$ cat src/rtl/dc_write_buffer_pkg.sv
// Shared constants, entry layout and byte-merge helper for the DCache store buffer.
// Also the single source of the buffer depth and line offset used by the refill logic.
package dc_write_buffer_pkg;

    localparam int WB_DEPTH   = 8;
    localparam int LINE_OFF_W = 4;
    localparam int WADDR_W    = 30;
    localparam int LINE_W     = 32 - LINE_OFF_W;

    typedef struct packed {
        logic [WADDR_W-1:0] addr;
        logic [3:0]         strb;
        logic [31:0]        data;
    } wb_entry_t;

    function automatic logic [31:0] merge_bytes(input logic [31:0] old_data,
                                                input logic [31:0] new_data,
                                                input logic [3:0]  strb);
        logic [31:0] res;
        res = old_data;
        for (int b = 0; b < 4; b++) begin
            if (strb[b]) res[8*b +: 8] = new_data[8*b +: 8];
        end
        return res;
    endfunction

    function automatic logic [LINE_W-1:0] line_of_word(input logic [WADDR_W-1:0] waddr);
        return waddr[WADDR_W-1:LINE_OFF_W-2];
    endfunction

endpackage

$ cat src/rtl/dc_write_buffer_if.sv
// Store-side, hazard-lookup and AXI-write-port signals of the DCache write buffer.
// The buffer takes the slave view; the DCache/AXI side (or a bench) takes master.
interface dc_write_buffer_if;

    logic [3:0]  cpu_wen;
    logic [31:0] cpu_waddr;
    logic [31:0] cpu_wdata;
    logic        cpu_wrdy;
    logic [31:0] lk_addr;
    logic        lk_conflict;
    logic        wb_idle;
    logic        dc_dev_wrdy;
    logic [3:0]  dc_cpu_wen;
    logic [31:0] dc_cpu_waddr;
    logic [31:0] dc_cpu_wdata;

    modport slave (
        input  cpu_wen, cpu_waddr, cpu_wdata, lk_addr, dc_dev_wrdy,
        output cpu_wrdy, lk_conflict, wb_idle, dc_cpu_wen, dc_cpu_waddr, dc_cpu_wdata
    );

    modport master (
        output cpu_wen, cpu_waddr, cpu_wdata, lk_addr, dc_dev_wrdy,
        input  cpu_wrdy, lk_conflict, wb_idle, dc_cpu_wen, dc_cpu_waddr, dc_cpu_wdata
    );

endinterface

$ cat src/rtl/dc_write_buffer_wb_cam_match.sv
// DEPTH-way line-address comparator: any valid entry or the in-flight store
// sharing the lookup's cache line raises hit_o.
module wb_cam_match #(
    parameter int DEPTH  = 8,
    parameter int LINE_W = 28
) (
    input  logic [DEPTH-1:0][LINE_W-1:0] entry_line_i,
    input  logic [DEPTH-1:0]             valid_i,
    input  logic [LINE_W-1:0]            inflight_line_i,
    input  logic                         inflight_i,
    input  logic [LINE_W-1:0]            lk_line_i,
    output logic                         hit_o
);

    logic [DEPTH-1:0] way_hit;

    always_comb begin
        way_hit = '0;
        for (int i = 0; i < DEPTH; i++) begin
            way_hit[i] = valid_i[i] && (entry_line_i[i] == lk_line_i);
        end
    end

    assign hit_o = (|way_hit) || (inflight_i && (inflight_line_i == lk_line_i));

endmodule

$ cat src/rtl/dc_write_buffer.sv
// Word store buffer in front of the AXI master's single-beat DCache write port.
// Merges stores into the newest entry and flags line-granular read-after-write hazards.
module dc_write_buffer
    import dc_write_buffer_pkg::*;
#(
    parameter int DEPTH = WB_DEPTH,
    parameter int PTR_W = $clog2(DEPTH)
) (
    input  logic             aclk,
    input  logic             aresetn,
    dc_write_buffer_if.slave bus
);

    localparam logic [PTR_W:0]   FULL_CNT = (PTR_W+1)'(DEPTH);
    localparam logic [PTR_W:0]   CNT_ONE  = (PTR_W+1)'(1);
    localparam logic [PTR_W-1:0] PTR_ONE  = PTR_W'(1);

    wb_entry_t          mem_q [DEPTH];
    logic [PTR_W-1:0]   head_q, head_d;
    logic [PTR_W-1:0]   tail_q, tail_d;
    logic [PTR_W:0]     count_q, count_d;
    logic               inflight_q, inflight_d;
    logic [LINE_W-1:0]  inflight_line_q, inflight_line_d;

    logic               full, empty, push, pop, merge, alloc;
    logic [PTR_W-1:0]   newest;
    logic [PTR_W-1:0]   off;
    wb_entry_t          head_entry;
    wb_entry_t          new_entry;
    logic [DEPTH-1:0]   valid;
    logic [DEPTH-1:0][LINE_W-1:0] entry_line;
    logic               unused_addr_bits;

    assign full       = (count_q == FULL_CNT);
    assign empty      = (count_q == '0);
    assign newest     = tail_q - PTR_ONE;
    assign head_entry = mem_q[head_q];

    // A full buffer refuses stores even when the head drains the same cycle,
    // keeping cpu_wrdy a pure function of registers.
    assign push  = (bus.cpu_wen != 4'h0) && !full;
    assign pop   = bus.dc_dev_wrdy && !empty;
    assign merge = push && !empty
                && (mem_q[newest].addr == bus.cpu_waddr[31:2])
                && !(pop && (head_q == newest));
    assign alloc = push && !merge;

    assign new_entry.addr = bus.cpu_waddr[31:2];
    assign new_entry.strb = bus.cpu_wen;
    assign new_entry.data = bus.cpu_wdata;

    always_comb begin
        head_d          = pop   ? head_q + PTR_ONE : head_q;
        tail_d          = alloc ? tail_q + PTR_ONE : tail_q;
        count_d         = count_q;
        inflight_d      = inflight_q;
        inflight_line_d = inflight_line_q;
        case ({alloc, pop})
            2'b10:   count_d = count_q + CNT_ONE;
            2'b01:   count_d = count_q - CNT_ONE;
            default: count_d = count_q;
        endcase
        if (pop) begin
            inflight_d      = 1'b1;
            inflight_line_d = line_of_word(head_entry.addr);
        end else if (bus.dc_dev_wrdy) begin
            inflight_d      = 1'b0;
        end
    end

    always_ff @(posedge aclk or negedge aresetn) begin
        if (!aresetn) begin
            head_q          <= '0;
            tail_q          <= '0;
            count_q         <= '0;
            inflight_q      <= 1'b0;
            inflight_line_q <= '0;
        end else begin
            head_q          <= head_d;
            tail_q          <= tail_d;
            count_q         <= count_d;
            inflight_q      <= inflight_d;
            inflight_line_q <= inflight_line_d;
        end
    end

    // Entry payload needs no reset: validity comes from head/count alone.
    always_ff @(posedge aclk) begin
        if (alloc) begin
            mem_q[tail_q] <= new_entry;
        end else if (merge) begin
            mem_q[newest].strb <= mem_q[newest].strb | bus.cpu_wen;
            mem_q[newest].data <= merge_bytes(mem_q[newest].data, bus.cpu_wdata, bus.cpu_wen);
        end
    end

    always_comb begin
        valid      = '0;
        off        = '0;
        entry_line = '0;
        for (int i = 0; i < DEPTH; i++) begin
            off           = PTR_W'(i) - head_q;
            valid[i]      = ({1'b0, off} < count_q);
            entry_line[i] = line_of_word(mem_q[i].addr);
        end
    end

    wb_cam_match #(
        .DEPTH  (DEPTH),
        .LINE_W (LINE_W)
    ) u_cam (
        .entry_line_i    (entry_line),
        .valid_i         (valid),
        .inflight_line_i (inflight_line_q),
        .inflight_i      (inflight_q),
        .lk_line_i       (line_of_word(bus.lk_addr[31:2])),
        .hit_o           (bus.lk_conflict)
    );

    // Outputs read as zero while empty so stale payload never leaks downstream.
    assign bus.cpu_wrdy     = !full;
    assign bus.wb_idle      = empty && !inflight_q;
    assign bus.dc_cpu_wen   = empty ? 4'h0  : head_entry.strb;
    assign bus.dc_cpu_waddr = empty ? 32'h0 : {head_entry.addr, 2'b00};
    assign bus.dc_cpu_wdata = empty ? 32'h0 : head_entry.data;

    assign unused_addr_bits = ^{bus.cpu_waddr[1:0], bus.lk_addr[1:0]};

endmodule

$ cat src/flat_wrapper.sv
// flat-port wrapper written by rule: the top's interface ports become plain ports
module dc_write_buffer_flat import dc_write_buffer_pkg::*;
#(
    parameter int DEPTH = WB_DEPTH,
    parameter int PTR_W = $clog2(DEPTH)
)
  (aclk, aresetn, bus_cpu_wen, bus_cpu_waddr, bus_cpu_wdata, bus_lk_addr, bus_dc_dev_wrdy, bus_cpu_wrdy, bus_lk_conflict, bus_wb_idle, bus_dc_cpu_wen, bus_dc_cpu_waddr, bus_dc_cpu_wdata);
  dc_write_buffer_if bus_i ();
  input  logic aclk;
  input  logic aresetn;
  input wire logic [$bits(bus_i.cpu_wen)-1:0] bus_cpu_wen;
  input wire logic [$bits(bus_i.cpu_waddr)-1:0] bus_cpu_waddr;
  input wire logic [$bits(bus_i.cpu_wdata)-1:0] bus_cpu_wdata;
  input wire logic [$bits(bus_i.lk_addr)-1:0] bus_lk_addr;
  input wire logic [$bits(bus_i.dc_dev_wrdy)-1:0] bus_dc_dev_wrdy;
  output wire logic [$bits(bus_i.cpu_wrdy)-1:0] bus_cpu_wrdy;
  output wire logic [$bits(bus_i.lk_conflict)-1:0] bus_lk_conflict;
  output wire logic [$bits(bus_i.wb_idle)-1:0] bus_wb_idle;
  output wire logic [$bits(bus_i.dc_cpu_wen)-1:0] bus_dc_cpu_wen;
  output wire logic [$bits(bus_i.dc_cpu_waddr)-1:0] bus_dc_cpu_waddr;
  output wire logic [$bits(bus_i.dc_cpu_wdata)-1:0] bus_dc_cpu_wdata;
  assign bus_i.cpu_wen = bus_cpu_wen;
  assign bus_i.cpu_waddr = bus_cpu_waddr;
  assign bus_i.cpu_wdata = bus_cpu_wdata;
  assign bus_i.lk_addr = bus_lk_addr;
  assign bus_i.dc_dev_wrdy = bus_dc_dev_wrdy;
  assign bus_cpu_wrdy = bus_i.cpu_wrdy;
  assign bus_lk_conflict = bus_i.lk_conflict;
  assign bus_wb_idle = bus_i.wb_idle;
  assign bus_dc_cpu_wen = bus_i.dc_cpu_wen;
  assign bus_dc_cpu_waddr = bus_i.dc_cpu_waddr;
  assign bus_dc_cpu_wdata = bus_i.dc_cpu_wdata;
  dc_write_buffer #(.DEPTH(DEPTH), .PTR_W(PTR_W)) u_core (.aclk(aclk), .aresetn(aresetn), .bus(bus_i));
endmodule
$ cat config.mk
export PLATFORM = sky130hd
export DESIGN_NAME = dc_write_buffer_flat
export DESIGN_NICKNAME = d
export VERILOG_FILES = /design/src/rtl/dc_write_buffer_pkg.sv /design/src/rtl/dc_write_buffer_if.sv /design/src/rtl/dc_write_buffer_wb_cam_match.sv /design/src/rtl/dc_write_buffer.sv /design/src/flat_wrapper.sv
export SDC_FILE = /design/constraint.sdc
export NUM_CORES = 1
export LEC_CHECK = 0
export ABC_AREA = 0
export CORE_MARGIN = 10
export CORE_UTILIZATION = 49
export CTS_CLUSTER_SIZE = 10
export DETAILED_ROUTE_END_ITERATION = 10
export GPL_ROUTABILITY_DRIVEN = 1
export PLACE_DENSITY = 0.68
export SLEW_MARGIN = 10
export SYNTH_ARGS = -nofsm -noshare
export SYNTH_HDL_FRONTEND = slang
export SYNTH_SLANG_ARGS = --single-unit
$ cat constraint.sdc
create_clock -name aclk -period 17.1 [get_ports aclk]
set_input_delay 3.42 -clock aclk [delete_from_list [all_inputs] [get_ports aclk]]
set_output_delay 3.42 -clock aclk [all_outputs]
set_load 0.05 [all_outputs]
## Yosys cells after proc, flatten, opt, wreduce, memory -nomap -nowiden

Memory sizes are Yosys's and may differ from the RTL's.
Cells that the tools add are included.

| word-level totals | value |
|---|---|
| output and inout bits | 71 |
| memories kept | 1 |
| bits in registers | 39 |
| bits of input ports | 103 |
| bits in writable memories | 528 |

Memories:

| memory | words | width | rd ports | clocked after Yosys merged registers in | write ports | line | RTL |
|---|---|---|---|---|---|---|---|
| u_core.mem_q | 8 | 66 | 10 | 0 | 1 | dc_write_buffer.sv:18 | `wb_entry_t mem_q [DEPTH];` |

| cells by class | value |
|---|---|
| equal/unequal tests | 14 |
| order comparisons | 8 |
| reduce and logical (&&, ||, !) cells | 29 |
| add/subtract/negate cells | 13 |
| bitwise operators | 1 |
| muxes and demuxes | 26 |

Operators by type and width:

| cell | number |
|---|---|
| $eq 28x28->1 | 9 |
| $mux 8 | 12 |
| $mux 66 | 1 |
| $reduce_or 66->1 | 1 |
| $mux 32 | 2 |
| $lt 3x4->1 | 8 |
| $eq 30x30->1 | 1 |
| $logic_and 1x1->1 | 17 |
| $sub 3x3->3 const A | 4 |
| $pmux 4 s2 | 1 |
| $reduce_or 8->1 | 1 |
| $mux 1 | 7 |
| $add 3x1->3 const B | 2 |
| $sub 1x3->3 const A | 2 |
| $sub 2x3->3 const A | 2 |
| $logic_not 1->1 | 5 |
| $add 4x1->4 const B | 1 |
| $eq 4x4->1 const B | 1 |
| $logic_not 4->1 | 1 |
| $mux 4 | 1 |
| $or 4x4->4 | 1 |
| $reduce_bool 2->1 | 2 |
| $reduce_bool 4->1 | 1 |
| $sub 4x1->4 const B | 1 |
| 7 further kinds | 7 |

## Longest topological paths before layout

Gate-level depths: netlist of the first run.

| logic depth | value |
|---|---|
| depth after elaboration | 12 |
| depth in mapped cells | 24 |
| gate-level depth less buffers | 16 |

## Hierarchy

From an unflattened synthesis of the first run, not the netlist that was laid out.

| second synthesis, totals | value |
|---|---|
| cells, all modules | 2,072 |
| area, all modules | 30,773.3 µm² |

By module, submodules not included:

| module | sequential area each (µm²) | area each (µm²) | cells each | instances |
|---|---|---|---|---|
| dc_write_buffer | 16,831.1 | 27,721.6 | 1,699 | 1 |
| wb_cam_match | 0.0 | 3,051.7 | 373 | 1 |

## Least setup slack after synthesis of the first run

OpenSTA, ideal clock, no wires.

| timing path | value |
|---|---|
| path kind | input port to output port |
| from | input bus_lk_addr[24] |
| to | output bus_lk_conflict |
| stages on the path | 8 |
| data arrival time | 5.170 ns |
| path slack | 8.510 ns |
| cell sequence | clkbuf_1 -> xor2_1 -> nor4_1 -> nand4_1 -> nor4_1 -> o41ai_1 -> and4_1 -> nand4_1 |

| between the ends | value |
|---|---|
| cells in the longest elaborated chain, start to end | 4 |
| elaborated cells on any way between the ends | 20 |

RTL lines:

| item | line | RTL |
|---|---|---|
| from (decl) | flat_wrapper.sv:14 | `input wire logic [$bits(bus_i.lk_addr)-1:0] bus_lk_addr;` |
| $eq 28x28->1 | dc_write_buffer_wb_cam_match.sv:20 | `way_hit[i] = valid_i[i] && (entry_line_i[i] == lk_line_i);` |
| $logic_and 1x1->1 | dc_write_buffer_wb_cam_match.sv:20 |  |
| $reduce_or 8->1 | dc_write_buffer_wb_cam_match.sv:24 | `assign hit_o = (\|way_hit) \|\| (inflight_i && (inflight_line_i == lk_line_i));` |
| $logic_or 1x1->1 * | dc_write_buffer_wb_cam_match.sv:24 |  |
| to (decl) | flat_wrapper.sv:17 | `output wire logic [$bits(bus_i.lk_conflict)-1:0] bus_lk_conflict;` |

Mark *: on every way between the ends. The rest lies on a longest branch, timed or not.

## Worst setup path after layout of the first run

| timing path | value |
|---|---|
| from | input bus_lk_addr[15] |
| to | output bus_lk_conflict |

Same word-level chain as after synthesis.

==> out/metrics.csv, run 1 <==
stage,metric,value,unit
global_routing,grt_first_pass_wirelength,137600,um
critical_path,crit_cells,9,
critical_path,critPathSlowestCell,clkdlybuf4s50_1,
detailed_routing,dr.pass1.iters,5,
synth,synth_area_leader_cell,edfxtp_1,
die,core_region_area,0.06160,mm^2
timing,clock-skew-final,0.04608,ns
synth,avgSynthCellArea,14.96,um^2
synth,synthCells,2033,
clocking,cts_setup_buffers,0,
global_routing,grt_max_degree,67,
power_and_ir_drop,fin_total_pwr,7.678,mW
global_routing,grt_util_all_layers,0.2545,
power_and_ir_drop,power_frac_seq,0.294,
global_routing,antenna_found_initial,5,
power_and_ir_drop,clkPwrFrac,0.177,
cells_and_area,final_area,0.03509,mm^2
clocking,clk_latency,0.63,ns
detailed_routing,routedWlPerCell,30.86,um
critical_path,critPathKind,input pin to primary output,
timing,slew_headroom,0.2845,
placed_design,port_buffers,165,
die,die_w,269.2,um
cells_and_area,multiInputGateArea,0.01313,mm^2
clocking,htree_num_levels,3,
clocking,cts_tree,yes,
critical_path,cp_data_required_time,13.68,ns
worst_hold_path,hold_depth,2,
synth,synth_edf_count,528,
timing,max_freq,91.44,MHz
timing,finalSetupTns,0,ns
detailed_routing,top_layer_used,met5,
cells_and_area,fillers,4806,
cells_and_area,final_cells,3044,
power_and_ir_drop,switching_share,0.4376,
detailed_routing,viasPerCell,6.452,
timing,grt_setup_unrepaired,no,
detailed_routing,wirelength,93930,um
clocking,cts_sinks,567,
critical_path,cp_top_family,simple AND/OR/NAND/NOR gates,
power_and_ir_drop,p_sw,3.360,mW
synth,synthMostInstantiatedCell,edfxtp_1,
clocking,cts_inserted_buffers,69,
critical_path,worst_setup_path_start_kind,input pin,
clocking,clockBufferDepth,3,
synth,ys_seq_area_frac,0.5533,
run_status,status,completed,
detailed_routing,ant_nets,0,
synth,yosysWarnings,0,
placed_design,placed_area,0.03303,mm^2
critical_path,crit_path_end_kind,primary output,
die,placementRows,91,
critical_path,slowest_delay,0.89,ns
critical_path,cp_cell_sequence,clkdlybuf4s50_1 -> xor2_1 -> nor4_1 -> nand4_1 -> nor4_1 -> o41ai_1 -> and4_1 -> nand4_1 -> clkdlybuf4s50_1,
detailed_routing,vias,19640,
placed_design,gp_congestion,1.008,
clocking,root_buffer,clkbuf_16,
detailed_routing,routed-wl-met3,9151,um
run,maxCapViolCount,0,
synth,async_flop_share,0.06878,
critical_path,crit_buf_inv,2,
synth,ys_top_cells_by_area,"edfxtp_1, mux4_2, xor2_1",
cells_and_area,drive_gt1_frac,0.1990,
timing,worst_slew_pin_slew,1.051,ns
detailed_routing,met1Wirelength,36730,um
timing,hold_viol,0,
cells_and_area,nets,2288,
placed_design,dp.cells,2931,
critical_path,cp.arrival,7.52,ns
cells_and_area,syn2layout_area_growth,15.37,%
timing,fin_crit_sh,0.6396,
cells_and_area,final_util,0.5697,
timing,hold_ws,0.4993,ns
die,die_height,269.2,um
critical_path,ff2ff_path_depth,12,
synth,synth_top_area_frac,0.5212,
die,die_area,0.07245,mm^2
die,io_pins,174,
placed_design,dp_slack,6.388,ns
timing,fin_crit,10.94,ns
timing,fin_ws,6.163,ns
global_routing,grt_pass1_vias,19730,
global_routing,overflow,0,
power_and_ir_drop,p_int,4.318,mW
synth,synth_top_flop_cell,edfxtp_1,
detailed_routing,drcViolationCount,0,
power_and_ir_drop,combPwrFrac,0.529,
synth,ys_seq_elements,567,
power_and_ir_drop,ir_worst_vdd,0.0002162,V
synth,synth_common_cells,"edfxtp_1, mux4_2, nand2_1",
power_and_ir_drop,power_leakage,11.83,nW
detailed_routing,drtIter0Drc,2340,
critical_path,crit_fanout,9,
detailed_routing,dr_wl_met2,44020,um
clocking,post_cts_resize_count,0,
clocking,clk_pin_slew,0.06,ns
timing,slew_viol_final,0,
placed_design,dp.final_hpwl,60440,um
power_and_ir_drop,cellPowerDensity,218.8,mW/mm^2
timing,setup_violations,0,
clocking,cts_hold_buf,0,
synth,synth.distinct_cells,58,
cells_and_area,seq_area,0.01685,mm^2
worst_hold_path,hp-class,register to register,
die,start_util,0.4938,
synth,syn-cell-area,0.03042,mm^2
[worst min-delay path: stages, from the launching register on]
cell     delay (ns)
dfrtp_1        0.35
nand2_1        0.05
o21ai_0        0.06
[routing by layer]
layer  track usage  up-vias
li1              -     8136
met5             0        -
met4        0.1100        8
met2        0.3974     1126
met3       0.05479      220
met1        0.3409    10150
[path summary, 6_finish.rpt]
check                                                             end  slack [ns]                                  start
worst max register to register           u_core.mem_q[7][6]$_DFFE_PP_        9.21           u_core.tail_q[0]$_DFFE_PN0P_
worst min register to register  u_core.inflight_line_q[3]$_DFFE_PN0P_        0.50  u_core.inflight_line_q[3]$_DFFE_PN0P_
worst min-delay path            u_core.inflight_line_q[3]$_DFFE_PN0P_        0.50  u_core.inflight_line_q[3]$_DFFE_PN0P_
worst max-delay path                                  bus_lk_conflict        6.16                        bus_lk_addr[15]
min in group asynchronous       u_core.inflight_line_q[8]$_DFFE_PN0P_        2.91                                aresetn
max in group asynchronous                u_core.head_q[1]$_DFFE_PN0P_       13.56                                aresetn
[registers in the layout, indices dropped and copies added, names as in the netlist]
register                flops
u_core.head_q               3
u_core.count_q              4
u_core.tail_q               3
u_core.inflight_q           1
u_core.mem_q              528
u_core.inflight_line_q     28
[kinds of logic (layout without fill, tap and decap cells)]
logic type	count (synthesis)	count (layout)	synth area share
other cells	1	3	0.0001233
compound gates	128	128	0.02419
mux	355	355	0.2243
fa+ha+maj	20	20	0.008473
xor+xnor	312	312	0.09090
simple gates	485	485	0.07688
flops	567	567	0.5533
buf+inv	165	337	0.02180
[layout make-up]
cell class | instances | area share
tap | 837 | 0.02984
timing repair buffer | 202 | 0.05483
sequential | 567 | 0.4800
antenna | 1 | 0.00007131
clock inverter | 13 | 0.004564
inverter | 23 | 0.002460
clock buffer | 99 | 0.05416
multi-input combinational | 1302 | 0.3740
[power groups by stage]
stage / logic [mW] / clock network (mW) / registers, mW
after detailed placement: 4.04 / 0 / 2.27
final: 4.06 / 1.36 / 2.26
after global routing: 4.26 / 1.43 / 2.30
after global placement: 4.01 / 0 / 2.25
after floorplan: 2.87 / 0 / 2.10
after CTS: 4.06 / 1.38 / 2.25
[cells in the final DEF (no fill, tap or decap), types with 3 or more instances in the layout]
master and instances:
edfxtp_1 528, mux4_2 253, nand2_1 237, xor2_1 167, clkdlybuf4s50_1 164, xnor2_1 142
clkbuf_16 70, a21oi_1 61, mux2i_1 58, nor2_1 54, nor4_1 50, nand4_1 39
o21ai_0 38, buf_4 37, dfrtp_1 35, mux2_2 29, nand3_1 25, clkbuf_1 25
nor2b_1 24, inv_1 21, ha_1 18, nor3_1 12, a21o_1 8, mux2i_4 8
nor2_4 8, a2111oi_0 6, and3_1 6, nand3b_1 5, clkinv_1 4, mux4_1 4
nor4_4 4, o221ai_1 4, or4_1 4, clkinv_8 4, clkbuf_8 4, dfrtp_4 4
mux2_1 3, clkinv_2 3
Power figures use the tool's default switching activity.
==> run 2, diff against run 1 <==
Clock period 17.1 ns to 10.3 ns, I/O delays scaled along.
==> out/metrics.csv, run 2 (same netlist as run 1, synthesis figures left out) <==
stage,metric,value,unit,change
run_status,status,completed,,unchanged
timing,fin_ws,2.203,ns,was 6.163 ns
power_and_ir_drop,ir_worst_vdd,0.0002906,V,was 0.0002162 V
timing,grt_setup_unrepaired,no,,unchanged
detailed_routing,ant_nets,0,,unchanged
detailed_routing,drcViolationCount,0,,unchanged
placed_design,placed_area,0.03305,mm^2,was 0.03303 mm^2
detailed_routing,wirelength,93110,um,was 93930 um
timing,clock-skew-final,0.02559,ns,was 0.04608 ns
timing,setup_violations,0,,unchanged
clocking,htree_num_levels,3,,unchanged
die,die_area,0.07245,mm^2,unchanged
clocking,clk_latency,0.61,ns,was 0.63 ns
cells_and_area,nets,2288,,unchanged
timing,finalSetupTns,0,ns,unchanged
detailed_routing,vias,19540,,was 19640
power_and_ir_drop,power_leakage,11.79,nW,was 11.83 nW
timing,worst_slew_pin_slew,1.129,ns,was 1.051 ns
cells_and_area,multiInputGateArea,0.01313,mm^2,unchanged
placed_design,gp_congestion,1.024,,was 1.008
detailed_routing,drtIter0Drc,2231,,was 2340
worst_hold_path,hold_path_end,u_core.inflight_line_q[0]$_DFFE_PN0P_,,was u_core.inflight_line_q[3]$_DFFE_PN0P_
worst_hold_path,hp-class,register to register,,unchanged
die,start_util,0.4938,,unchanged
timing,slew_viol_final,0,,unchanged
global_routing,grt_first_pass_wirelength,136500,um,was 137600 um
clocking,cts_hold_buf,0,,unchanged
placed_design,dp_slack,2.388,ns,was 6.388 ns
die,io_pins,174,,unchanged
timing,max_freq,123.5,MHz,
timing,fin_crit_sh,0.7861,,
timing,slew_headroom,0.2474,,was 0.2845
timing,hold_viol,0,,unchanged
global_routing,overflow,0,,unchanged
die,placementRows,91,,unchanged
clocking,cts_inserted_buffers,68,,was 69
clocking,clk_pin_slew,0.05,ns,was 0.06 ns
die,core_region_area,0.06160,mm^2,unchanged
critical_path,ff2ff_path_depth,11,,was 12
clocking,cts_tree,yes,,unchanged
critical_path,worst-r2r-setup-slack,3.44,ns,was 9.21 ns
clocking,root_buffer,clkbuf_16,,unchanged
global_routing,grt_util_all_layers,0.2529,,was 0.2545
cells_and_area,syn2layout_area_growth,15.12,%,was 15.37%
timing,fin_crit,8.097,ns,
clocking,cts_sinks,567,,unchanged
critical_path,r2r-end,u_core.mem_q[7][35]$_DFFE_PP_,,was u_core.mem_q[7][6]$_DFFE_PP_
placed_design,port_buffers,165,,unchanged
global_routing,antenna_found_initial,6,,was 5
critical_path,cp_data_required_time,8.24,ns,was 13.68 ns
critical_path,critPathKind,input pin to primary output,,unchanged
critical_path,r2r-start,u_core.tail_q[0]$_DFFE_PN0P_,,unchanged
clocking,post_cts_resize_count,0,,unchanged
cells_and_area,largest_reg_flops,528,,unchanged
detailed_routing,dr.pass1.iters,6,,was 5
detailed_routing,viasPerCell,6.411,,was 6.452
cells_and_area,reg.largest.list,"u_core.mem_q (528), u_core.inflight_line_q (28), u_core.count_q (4)",,unchanged
detailed_routing,routedWlPerCell,30.55,um,was 30.86 um
cells_and_area,regMostFlops,u_core.mem_q,,unchanged
critical_path,crit_fanout,9,,unchanged
die,die_height,269.2,um,unchanged
critical_path,crit_path_end_kind,primary output,,unchanged
cells_and_area,layout_common_cells,"edfxtp_1, mux4_2, nand2_1, xor2_1, clkdlybuf4s50_1",,unchanged
power_and_ir_drop,cellPowerDensity,361.8,mW/mm^2,was 218.8 mW/mm^2
placed_design,dp.final_hpwl,60260,um,was 60440 um
worst_hold_path,min_from,u_core.inflight_line_q[0]$_DFFE_PN0P_,,was u_core.inflight_line_q[3]$_DFFE_PN0P_
cells_and_area,final_common_cell,edfxtp_1,,unchanged
critical_path,worst_setup_path_start_kind,input pin,,unchanged
cells_and_area,seq_area,0.01685,mm^2,unchanged
critical_path,cp.arrival,6.04,ns,was 7.52 ns
global_routing,grt_max_degree,83,,was 67
global_routing,grt_pass1_vias,19640,,was 19730
cells_and_area,fillers,4794,,was 4806
cells_and_area,drive_gt1_frac,0.1969,,was 0.1990
clocking,cts_setup_buffers,0,,unchanged
run,maxCapViolCount,0,,unchanged
cells_and_area,final_area,0.03502,mm^2,was 0.03509 mm^2
clocking,clockBufferDepth,3,,unchanged
worst_hold_path,hold_depth,2,,unchanged
die,die_w,269.2,um,unchanged
## run 2: metrics by stage
stage,hold WS [ns],cells,power (mW),util
CTS,0.5037,3046,12.69,0.5684
floorplan,0.4689,2034,8.248,-
detailed placement,0.4915,2932,10.49,0.5366
global route,0.5190,3048,13.20,0.5685
global placement,0.4807,2932,10.40,0.5366
finish,0.4993,3048,12.67,0.5685
## run 2: worst max path at each step
stage | from | endpoint | depth (start not counted)
6_report | bus_lk_addr[15] | bus_lk_conflict | 9
5_1_grt | bus_lk_addr[15] | bus_lk_conflict | 9
4_1_cts | bus_lk_addr[15] | bus_lk_conflict | 9
3_5_place_dp | bus_lk_addr[15] | bus_lk_conflict | 9
3_3_place_gp | bus_lk_addr[15] | bus_lk_conflict | 9
2_1_floorplan | u_core.tail_q[0]$_DFFE_PN0P_ | u_core.mem_q[3][0]$_DFFE_PP_ | 16
## run 2: where the power goes
part           total [mW]  switching, mW  internal [mW]  leakage [nW]
sequential           3.64          0.428           3.21          5.30
clock                2.18          0.923           1.26         0.948
combinational        6.84           4.18           2.66          5.54
## run 2: layer usage
layer | track usage | vias up | share of wire
met5 | 0 | - | 0.00049
met4 | 0.1057 | 8 | 0.038
met2 | 0.4012 | 1094 | 0.48
li1 | - | 8137 | -
met3 | 0.05027 | 188 | 0.090
met1 | 0.3373 | 10110 | 0.39
## run 2: cell type report
type                    instances  area share
clock inverters                 8    0.001894
well taps                     837     0.02991
multi-input cells            1302      0.3748
diodes                          2   0.0001429
repair buffers                203     0.05552
clock buffers                 106     0.05417
inverters                      23    0.002465
flip-flops and latches        567      0.4811
## run 2: worst max-delay path, stage by stage
cell and delay, ns:
clkdlybuf4s50_1 0.93, xor2_1 0.18, nor4_1 0.64, nand4_1 0.27
nor4_1 0.64, o41ai_1 0.16, and4_1 0.18, nand4_1 0.09
clkdlybuf4s50_1 0.87
==> run 3, diff against run 2 <==
Settings changed: PLACE_DENSITY 0.68 to 0.7.
Clock period 10.3 ns to 7.3 ns, I/O delays scaled along.
==> out/metrics.csv, run 3 (same netlist as run 1, synthesis figures left out) <==
stage,metric,value,unit,change
run_status,status,completed,,unchanged
worst_hold_path,hold_path_end,u_core.inflight_line_q[26]$_DFFE_PN0P_,,was u_core.inflight_line_q[0]$_DFFE_PN0P_
die,core_region_area,0.06160,mm^2,unchanged
cells_and_area,final_util,0.5738,,was 0.5685
run,maxCapViolCount,0,,unchanged
die,start_util,0.4938,,unchanged
timing,slew_viol_final,0,,unchanged
cells_and_area,largest_reg_flops,528,,unchanged
power_and_ir_drop,clkPwrFrac,0.178,,was 0.172
clocking,htree_num_levels,3,,unchanged
cells_and_area,syn2layout_area_growth,16.20,%,was 15.12%
die,die_w,269.2,um,unchanged
clocking,clk_pin_slew,0.05,ns,about the same
timing,fin_ws,0.7507,ns,was 2.203 ns
timing,fin_crit,6.549,ns,
power_and_ir_drop,power_frac_seq,0.285,,was 0.288
timing,setup_violations,0,,unchanged
detailed_routing,drcViolationCount,0,,unchanged
power_and_ir_drop,combPwrFrac,0.537,,was 0.540
placed_design,dp_slack,0.8329,ns,was 2.388 ns
cells_and_area,final_common_cell,edfxtp_1,,unchanged
global_routing,grt_pass1_vias,20140,,was 19640
timing,grt_setup_unrepaired,no,,unchanged
cells_and_area,regMostFlops,u_core.mem_q,,unchanged
clocking,post_cts_resize_count,0,,unchanged
clocking,cts_setup_buffers,0,,unchanged
detailed_routing,drtIter0Drc,2102,,was 2231
detailed_routing,vias,19870,,was 19540
die,io_pins,174,,unchanged
clocking,root_buffer,clkbuf_16,,unchanged
worst_hold_path,hp-class,register to register,,unchanged
timing,fin_crit_sh,0.8972,,
power_and_ir_drop,ir_worst_vdd,0.0004335,V,was 0.0002906 V
critical_path,crit_fanout,9,,unchanged
cells_and_area,final_area,0.03535,mm^2,was 0.03502 mm^2
timing,max_freq,152.7,MHz,
global_routing,grt_util_all_layers,0.2607,,was 0.2529
power_and_ir_drop,cellPowerDensity,513.6,mW/mm^2,was 361.8 mW/mm^2
detailed_routing,routedWlPerCell,31.11,um,was 30.55 um
placed_design,gp_congestion,0.9850,,was 1.024
worst_hold_path,min_from,u_core.inflight_line_q[26]$_DFFE_PN0P_,,was u_core.inflight_line_q[0]$_DFFE_PN0P_
worst_hold_path,hold_depth,2,,unchanged
power_and_ir_drop,p_int,10.21,mW,was 7.136 mW
timing,clock-skew-final,0.04253,ns,was 0.02559 ns
global_routing,antenna_found_initial,6,,unchanged
detailed_routing,ant_nets,0,,unchanged
critical_path,r2r-start,u_core.tail_q[0]$_DFFE_PN0P_,,unchanged
critical_path,cp_data_required_time,5.84,ns,was 8.24 ns
cells_and_area,drive_gt1_frac,0.2051,,was 0.1969
critical_path,critPathKind,input pin to primary output,,unchanged
cells_and_area,nets,2306,,was 2288
clocking,cts_inserted_buffers,70,,was 68
critical_path,cp.arrival,5.09,ns,was 6.04 ns
placed_design,dp.final_hpwl,62480,um,was 60260 um
global_routing,overflow,0,,unchanged
die,die_area,0.07245,mm^2,unchanged
detailed_routing,viasPerCell,6.479,,was 6.411
global_routing,grt_first_pass_wirelength,140600,um,was 136500 um
timing,finalSetupTns,0,ns,unchanged
clocking,cts_tree,yes,,unchanged
critical_path,crit_path_end_kind,primary output,,unchanged
clocking,clockBufferDepth,3,,unchanged
cells_and_area,final_cells,3066,,was 3048
global_routing,grt_max_degree,135,,was 83
power_and_ir_drop,p_sw,7.940,mW,was 5.533 mW
critical_path,worst_setup_path_start_kind,input pin,,unchanged
placed_design,dp.cells,2948,,was 2932
power_and_ir_drop,power_leakage,11.95,nW,was 11.79 nW
timing,worst_slew_pin_slew,1.060,ns,was 1.129 ns
cells_and_area,layout_common_cells,"edfxtp_1, mux4_2, nand2_1, xor2_1, clkdlybuf4s50_1",,unchanged
placed_design,placed_area,0.03325,mm^2,was 0.03305 mm^2
timing,hold_viol,0,,unchanged
die,die_height,269.2,um,unchanged
timing,slew_headroom,0.2930,,was 0.2474
clocking,cts_sinks,567,,unchanged
die,placementRows,91,,unchanged
clocking,clk_latency,0.63,ns,was 0.61 ns
detailed_routing,wirelength,95390,um,was 93110 um
critical_path,ff2ff_path_depth,11,,unchanged
detailed_routing,dr.pass1.iters,5,,was 6
critical_path,r2r-end,u_core.mem_q[7][8]$_DFFE_PP_,,was u_core.mem_q[7][35]$_DFFE_PP_
critical_path,worst-r2r-setup-slack,1.41,ns,was 3.44 ns
cells_and_area,reg.largest.list,"u_core.mem_q (528), u_core.inflight_line_q (28), u_core.count_q (4)",,unchanged
placed_design,port_buffers,165,,unchanged
clocking,cts_hold_buf,0,,unchanged
power_and_ir_drop,switching_share,0.4374,,was 0.4367
## run 3: changes by cell type in the layout (fill, tap and decap cells not counted), sizes merged
cell / change
buf: +16
bufinv: +1
clkbuf: -4
clkinv: +9
diode: -1
inv: -3
## run 3: critical path, cell delays in order
cell	delay, ns
clkdlybuf4s50_1	0.81
xor2_1	0.17
nor4_1	0.65
nand4_1	0.31
nor4_1	0.36
o41ai_1	0.12
and4_1	0.17
nand4_1	0.18
clkdlybuf4s50_1	0.86
## run 3: layout make-up
cell class              instances  area, um^2
fillers                      4687       26250
flip-flops and latches        567       16850
multi-input cells            1302       13130
repair buffers                219        2140
clock buffers                 102        1933
well taps                     837        1047
clock inverters                15       165.2
inverters                      23       86.33
diodes                          1       2.502
## run 3: how the worst max path moves through the flow
stage,start,to,slack (ns),cells past startpoint
global placement,bus_lk_addr[18],bus_lk_conflict,0.83,9
finish,bus_lk_addr[18],bus_lk_conflict,0.75,9
floorplan,u_core.tail_q[0]$_DFFE_PN0P_,u_core.mem_q[3][0]$_DFFE_PP_,1.00,16
global route,bus_lk_addr[18],bus_lk_conflict,0.57,9
CTS,bus_lk_addr[18],bus_lk_conflict,0.82,10
detailed placement,bus_lk_addr[18],bus_lk_conflict,0.83,10
## run 3: stage by stage
stage / total power, mW / hold WS (ns)
2_1_floorplan: 11.64 / 0.4689
3_3_place_gp: 14.75 / 0.4833
3_5_place_dp: 14.89 / 0.4895
4_1_cts: 18.16 / 0.5010
5_1_grt: 18.92 / 0.5241
6_report: 18.15 / 0.4976
## run 3: power by group through the flow
stage	Sequential (mW)	Clock (mW)	Combinational (mW)
final	5.18	3.23	9.74
after detailed placement	5.22	0	9.68
after CTS	5.16	3.27	9.73
after global routing	5.25	3.42	10.3
after global placement	5.15	0	9.60
after floorplan	4.92	0	6.72
## run 3: per-layer routing
layer | vias up | track usage | part of all wire
met5 | - | 0 | 0.00059
met4 | 10 | 0.09129 | 0.034
met3 | 192 | 0.06452 | 0.10
met2 | 1184 | 0.4240 | 0.49
met1 | 10290 | 0.3372 | 0.38
li1 | 8187 | - | -
